File: src/rtl/mem_access_unit.sv
// Single-outstanding load/store unit: lane steering, byte enables, sign extension, ack timeout.
// Optional MEM_ACCESS_MISALIGN_TRAP_EN: misaligned addresses return rsp_err=1 instead of being rounded down.
module mem_access_unit #(
  parameter int DATA_W      = 32,
  parameter int ADDR_W      = 32,
  parameter int TIMEOUT_CYC = 255
) (
  input  logic                clk,
  input  logic                rst,
  input  logic                req_valid,
  output logic                req_ready,
  input  logic                req_we,
  input  logic [1:0]          req_size,
  input  logic                req_unsigned,
  input  logic [ADDR_W-1:0]   req_addr,
  input  logic [DATA_W-1:0]   req_wdata,
  output logic                mem_req,
  output logic                mem_we,
  output logic [ADDR_W-1:0]   mem_addr,
  output logic [DATA_W-1:0]   mem_wdata,
  output logic [DATA_W/8-1:0] mem_be,
  input  logic                mem_ack,
  input  logic [DATA_W-1:0]   mem_rdata,
  output logic                rsp_valid,
  output logic [DATA_W-1:0]   rsp_data,
  output logic [1:0]          rsp_err
);

  localparam int NB = DATA_W / 8;
  localparam int LB = $clog2(NB);
  localparam logic [15:0] TO_LAST = 16'(TIMEOUT_CYC - 1);

  localparam logic [1:0] S_IDLE = 2'd0;
  localparam logic [1:0] S_BUSY = 2'd1;
  localparam logic [1:0] S_RESP = 2'd2;

  logic [1:0]        state;
  logic [15:0]       busy_cnt;
  logic              we_q;
  logic              uns_q;
  logic [1:0]        size_q;
  logic [LB-1:0]     off_q;

  logic [2:0]        low_mask;
  logic [7:0]        lane_mask;
  logic [ADDR_W-1:0] eff_addr;
  logic [LB-1:0]     off_next;
  logic [NB-1:0]     be_next;
  logic [DATA_W-1:0] wdata_rep;
  logic              illegal;

  logic [DATA_W-1:0] shifted;
  logic [DATA_W-1:0] load_data;
  logic              ext;
  int                nbits;

  assign req_ready = (state == S_IDLE);
  assign rsp_valid = (state == S_RESP);

  // Request-side decode; the rounded-down address only matters when trapping is disabled.
  always_comb begin
    low_mask  = 3'b000;
    lane_mask = 8'h01;
    wdata_rep = req_wdata;
    case (req_size)
      2'd0: begin low_mask = 3'b000; lane_mask = 8'h01; wdata_rep = {NB{req_wdata[7:0]}};      end
      2'd1: begin low_mask = 3'b001; lane_mask = 8'h03; wdata_rep = {(NB/2){req_wdata[15:0]}}; end
      2'd2: begin low_mask = 3'b011; lane_mask = 8'h0F; wdata_rep = {(NB/4){req_wdata[31:0]}}; end
      default: begin low_mask = 3'b111; lane_mask = 8'hFF; wdata_rep = req_wdata;                end
    endcase
    eff_addr = req_addr & ~ADDR_W'(low_mask);
    off_next = eff_addr[LB-1:0];
    be_next  = NB'(lane_mask << off_next);
    illegal  = (req_size == 2'd3) && (DATA_W == 32);
`ifdef MEM_ACCESS_MISALIGN_TRAP_EN
    illegal  = illegal || (|(req_addr[2:0] & low_mask));
`endif
  end

  // Load steering: shift the addressed lanes down, then extend above the access width.
  always_comb begin
    shifted = mem_rdata >> {off_q, 3'b000};
    nbits   = 8 << size_q;
    if (nbits > DATA_W) nbits = DATA_W;
    case (size_q)
      2'd0:    ext = !uns_q && shifted[7];
      2'd1:    ext = !uns_q && shifted[15];
      2'd2:    ext = !uns_q && shifted[31];
      default: ext = !uns_q && shifted[DATA_W-1];
    endcase
    for (int i = 0; i < DATA_W; i++) begin
      load_data[i] = (i < nbits) ? shifted[i] : ext;
    end
  end

  always_ff @(posedge clk or posedge rst) begin
    if (rst) begin
      state     <= S_IDLE;
      busy_cnt  <= '0;
      we_q      <= 1'b0;
      uns_q     <= 1'b0;
      size_q    <= 2'd0;
      off_q     <= '0;
      mem_req   <= 1'b0;
      mem_we    <= 1'b0;
      mem_addr  <= '0;
      mem_wdata <= '0;
      mem_be    <= '0;
      rsp_data  <= '0;
      rsp_err   <= 2'd0;
    end else begin
      case (state)
        S_IDLE: begin
          if (req_valid) begin
            we_q     <= req_we;
            uns_q    <= req_unsigned;
            size_q   <= req_size;
            off_q    <= off_next;
            busy_cnt <= '0;
            rsp_data <= '0;
            rsp_err  <= 2'd0;
            if (illegal) begin
              state   <= S_RESP;
              rsp_err <= 2'd1;
            end else begin
              state     <= S_BUSY;
              mem_req   <= 1'b1;
              mem_we    <= req_we;
              mem_addr  <= {eff_addr[ADDR_W-1:LB], {LB{1'b0}}};
              mem_wdata <= wdata_rep;
              mem_be    <= be_next;
            end
          end
        end
        S_BUSY: begin
          // An ack in the final counted cycle still wins over the timeout.
          if (mem_ack) begin
            mem_req  <= 1'b0;
            state    <= S_RESP;
            rsp_data <= we_q ? '0 : load_data;
            rsp_err  <= 2'd0;
          end else if (busy_cnt == TO_LAST) begin
            mem_req  <= 1'b0;
            state    <= S_RESP;
            rsp_data <= '0;
            rsp_err  <= 2'd2;
          end else begin
            busy_cnt <= busy_cnt + 16'd1;
          end
        end
        default: state <= S_IDLE;
      endcase
    end
  end

endmodule

File: config.mk
export PLATFORM = sky130hd
export DESIGN_NAME = mem_access_unit
export DESIGN_NICKNAME = d
export VERILOG_FILES = /design/src/rtl/mem_access_unit.sv
export SDC_FILE = /design/constraint.sdc
export NUM_CORES = 1
export LEC_CHECK = 0
export CAP_MARGIN = 20
export CELL_PAD_IN_SITES_DETAIL_PLACEMENT = 1
export CELL_PAD_IN_SITES_GLOBAL_PLACEMENT = 1
export CORE_MARGIN = 2
export CORE_UTILIZATION = 34
export CTS_CLUSTER_DIAMETER = 40
export DETAILED_ROUTE_END_ITERATION = 10
export GPL_TIMING_DRIVEN = 1
export PLACE_DENSITY_LB_ADDON = 0.1
export SLEW_MARGIN = 40
export SYNTH_ARGS = -nofsm -noshare
export SYNTH_HDL_FRONTEND = slang
export SYNTH_SLANG_ARGS = --single-unit
File: constraint.sdc
create_clock -name clk -period 4.25 [get_ports clk]
set_input_delay 0.425 -clock clk [delete_from_list [all_inputs] [get_ports clk]]
set_output_delay 0.425 -clock clk [all_outputs]
set_load 0.05 [all_outputs]
# Word level (Yosys, flattened, before mapping)
# Index checks and enable logic that the tools add are counted.
# word_totals
mem_bits_ro	0
regBits	126
latchBits	0
word_cells	139
mem_count	0
mem_bits_rw	0
# classes
n_mul	0
eq_ne	12
order_cmp	33
bitwise	3
div	0
n_reduce_logical	14
mux	60
n_addsub	1
n_shift	3
# op_table
op	n
$lt 6x32->1 const A	16
$lt 5x32->1 const A	8
$mux 32	5
$lt 4x32->1 const A	4
$pmux 32 s2	2
$lt 3x32->1 const A	2
$mux 16	3
$mux 1	37
$and 32x32->32	1
$gt 32x7->1 const B	1
$lt 1x32->1 const A	1
$lt 2x32->1 const A	1
$not 3->32	1
$pmux 16 s2	1
$shl 4x2->32 const A	1
$shr 32x5->32	1
$pmux 8 s3	1
$add 16x1->16 const B	1
$eq 16x8->1 const B	1
$mux 2	6
$pmux 3 s3	1
$ne 2x2->1 const B	4
$pmux 2 s2	2
$reduce_and 4->1	2
12 further kinds	23

# Longest topological paths before layout
# depth
ltp_word	8
mapped_depth	8

# Worst setup path after synthesis
# OpenSTA, ideal clock, no wires.
# synth_timing
path_kind	register to register
startpoint	reg busy_cnt[0]
endpoint	reg rsp_data[16]
arrival_time_ns	1.868
required_ns	4.124
path_stages_with_launch	8
path_slack_ns	2.256
cell_sequence	dfrtp_1 -> inv_1 -> ha_1 -> nor4b_1 -> nand4_2 -> o2bb2ai_1 -> buf_2 -> a221o_2
# synth_between
elab_chain_cells	3
# synth_rtl
item	line_no	rtl
start, declared	38	logic [15:0] busy_cnt;
start signal, assigned	148	busy_cnt <= busy_cnt + 16'd1;
$eq 16x8->1	142	end else if (busy_cnt == TO_LAST) begin
$ne 3x3->1 (no line)	n/a	
$reduce_and 3->1 (no line)	n/a	
end signal, assigned	140	rsp_data <= we_q ? '0 : load_data;
end, declared	25	output logic [DATA_W-1:0] rsp_data,
# Every way passes these cells.
# A chain may end at the register's enable or synchronous reset.

# Worst setup path in the final report
# layout_timing
startpoint	in mem_ack
endpoint	reg rsp_data[24]
# layout_between
elab_chain_cells	2
# layout_rtl
item	line_no	rtl
start, declared	22	input logic mem_ack,
$ne 3x3->1 (no line) / $mux 32 (equally long branches)	n/a	
$reduce_and 3->1 (no line) / $pmux 32 s2 (equally long branches)	n/a	
# Several ways; a longest one is shown, not always the timed one.

==> results <==
- The share of the clock period used by the worst path after layout is 64.1%.
- For this run, the post-layout net count is ~900.
- Clock-pin slew was measured on the worst setup and hold paths at 60 ps.
- Relative to the synthesized area, the layout overhead comes to 49.1%.
- The iteration-0 DRC count of the detailed router is approximately 220.
- The number of slew-limit violations in the final report was 0.
- The initial core utilization is about a third.
- The actual transition at the worst max-transition pin is ~730 ps.
- The via-per-instance ratio is 5.11.
- The area fraction of the dominant cell type after synthesis is 53.1%.
- The master of the slowest instance on the critical path is nor3b_2.
- The overall via count from detail_route is 5,290.
- The initial antenna violation count came to 0.
- The number of gates resized after CTS was 0.
- The number of post-CTS setup repair buffers is 0.
- In the final routed layout, each cell accounts on average for 18.8 um.
- The maximum fanout count along the critical path is 11.
- TritonCTS built the clock tree.
- The number of distinct library cell variants in the gate-level netlist after synthesis is 55.
- Across all hold checks on the routed design, the worst slack comes to 478 ps.
- The synthesized area divided by synthesized cell count is 9.84 sq um.
- Counting flops with an async set or reset pin after synthesis yields a share of 100%.
- Global routing consumed, over all layers together, 21.6% of the routing resources.
- The pin count of the biggest net entering global routing is a little under 70.
- The kind of cell with the highest combined delay on the critical path is simple AND/OR/NAND/NOR gates.
- Setup repair after global routing left no endpoint under its margin.
- The root cell of the clock tree is clkbuf_16.
- STA classifies the critical path endpoint as a register.
- Summed over all layers, the routed wires come to 19,500 um.
- The number of iterations in the first detailed-routing pass is 4.
- At the end of routability-driven placement, the weighted congestion stood at approximately 0.8.
- Input and output buffers added on the ports amount to 207.
- The sequential element share of the synthesized area is a little over half.
- The remaining design rule violation count is 0.
- The maximum clock frequency is 367 MHz.
- The number of hold-slack violations in the final timing report came to 0.
- The total number of yosys warnings is 0.
- STA puts the critical path data required time at 4610 ps.
- The final-layout fill cell count is 1,885.
- The worst hold-check path type is register to register.
- IR analysis of the VDD net gives a maximum drop of 0.340 mV.
- For this design the static power due to leakage is 0.00391 uW.
- The floorplan die area is 18,600 sq um.
- The post-detailed-route count of antenna-violating nets is 0.
- The total number of H-tree levels is 4.
- The flip-flop and latch count after synthesis is 126.
- The clock passes through at most 2 buffers.
- Summed over all nets, the half-perimeter wirelength after detailed placement is 13,900 um.
- Headroom to the max-slew limit came out at 51.6%.
- The gate count of the mapped netlist is 604.
- The setup skew after layout is 9.57 ps.
- The via count of the first global-routing pass is 5,710.
- Buffers inserted to repair hold after CTS numbered 0.
- In the post-synthesis netlist, the biggest area contributors are dfrtp_1, nand2_1, mux2i_1.
- The floorplan step set the die height to 136 um.
- The number of clock sinks seen by CTS is 126.
- The total instance count after detailed placement is 1,002.
- Power spread over the standard cell area amounts to roughly 730 nW/um^2.
- In the synthesized netlist, the cells that appear most often are nand2_1, dfrtp_1, o21ai_0, mux2i_1.
- In the final layout, the share of cells above drive strength 1 is roughly 9%.
- The repair_antennas step left the layout with diodes totalling 0.
- The clock latency on the worst-skew pair is around 420 ps.
- The core region is about 17,000 sq um.
- At the end of the flow the core is filled with cells to between 50% and 60%.
- The total standard cell area after synthesis is 5940 sq um.
- The total number of placement rows is between 40 and 50.
- Walking the worst path, the cells encountered are clkdlybuf4s50_1 > nand4bb_1 > nor3b_2 > nor2b_1 > a221o_2.
- The data arrival time of the worst path is 3080 ps.
- Setup violations remaining at the end of the flow were counted as 0.
- The total CTS buffers is 17.
- Yosys mapped a number of flops with a built-in enable equal to 0.
- Measured along the x axis, the die boundary spans 136 um.
- The total congestion overflow is 0.
- The classification of the worst setup path is input pin to register.
- nand2_1 is the most common cell in the netlist.
- The setup TNS is 0 ps.
- The main flop type after synthesis is dfrtp_1.
- The post-layout instance count excluding filler cells is between 1k and 1.5k.
- STA classifies the critical path startpoint as an input pin.
- The number of violations of the max-capacitance limit is 0.
- The worst path in the final design needs a cycle of 2720 ps, including I/O delays and setup.
- The run finished with clean final reports.
- The number of top-level design ports is 210.
- The delay contributed by the slowest stage of the critical path is 690 ps.
- The cell type with the highest aggregate area in the netlist is dfrtp_1.
- The first global-routing pass estimated 31,000 um of wire.
- The number of buffers and inverters on the critical path is 1.
==> layout by cell type, fill, tap and decap left out, types with 4 or more instances in the layout <==
| cell | count |
|---|---|
| mux2i_1 | 41 |
| o21ai_0 | 42 |
| nor2b_1 | 6 |
| a22o_1 | 8 |
| buf_4 | 9 |
| nand4_1 | 5 |
| clkdlybuf4s50_1 | 207 |
| nand3_1 | 8 |
| clkbuf_16 | 17 |
| dfrtp_1 | 126 |
| a21oi_1 | 30 |
| inv_1 | 5 |
| a221o_2 | 10 |
| o211ai_1 | 4 |
| nor2_1 | 23 |
| and4_1 | 4 |
| nor4_1 | 5 |
| mux2_2 | 9 |
| a221o_1 | 9 |
| nand2_1 | 163 |
| o2bb2ai_1 | 8 |
| clkinv_4 | 4 |
==> worst register-to-register path, stage by stage, from the launching register on <==
cell       delay, ps
dfrtp_1          490
nand4bb_1        620
nor3b_2          690
nor2b_1          590
a221o_2          260
==> routing by layer <==
metal  vias to the layer above  global-route usage, %  wire (um)
met5                         -                      0          0
met4                         0                   5.96        188
met3                        15                   7.38       1400
met2                       137                   35.7       9450
met1                      2631                   26.8       8430
li1                       2507                      -          -
==> per-stage QoR <==
step | worst slack (ps) | power, uW | area (sq um)
global route | 1420 | 6800 | 8860
CTS | 1550 | 6550 | 8840
finish | 1530 | 6480 | 8860
detailed placement | 1120 | 4990 | 8220
global placement | 1280 | 4930 | 8210
floorplan | 469 | 3820 | 5950
==> flip-flops by register name, summed over array words and instances (netlist names), 2 cells and up <==
signal and flops:
busy_cnt 16, mem_addr 30, mem_be 4, mem_wdata 32, off_q 2, rsp_data 32, rsp_err 2, size_q 2
state 2
==> where the power goes <==
group	internal, uW	leakage, uW	switching (uW)	total [uW]
clock	958	0.000293	566	1520
combinational	1030	0.00200	2060	3090
sequential	1600	0.00162	264	1860
==> logic make-up (layout without fill, tap and decap cells) <==
| group | Yosys count | after routing | share of synthesized area (%) |
|---|---|---|---|
| xor+xnor | 1 | 1 | 0.147 |
| flops | 126 | 126 | 53.1 |
| fa+ha+maj | 2 | 2 | 0.421 |
| compound gates | 134 | 134 | 15.8 |
| mux | 51 | 51 | 8.99 |
| simple gates | 239 | 239 | 17.8 |
| other cells | 1 | 2 | 0.0631 |
| buf+inv | 50 | 256 | 3.64 |
==> cell type report <==
class                   instances  area, sq um  share of cell area [%]
flip-flops and latches        126         3150                    35.6
multi-input cells             429         2600                    29.4
repair buffers                218         2170                    24.5
clock buffers                  20          457                    5.16
well taps                     225          282                    3.18
clock inverters                12          161                    1.82
inverters                       6         27.5                   0.311
==> worst paths after layout <==
check / end / slack, ps / cells past startpoint / from
worst max-delay path: rsp_data[24] / 1530 / 5 / mem_ack
worst max register to register: rsp_data[24] / 1550 / 4 / state[1]
min in group asynchronous: mem_addr[4] / 490 / 2 / rst
worst min-delay path: rsp_data[7] / 480 / 1 / rsp_data[7]
max in group asynchronous: mem_addr[18] / 2990 / 3 / rst
worst min register to register: rsp_data[7] / 480 / 1 / rsp_data[7]
(Power assumes the default switching activity.)
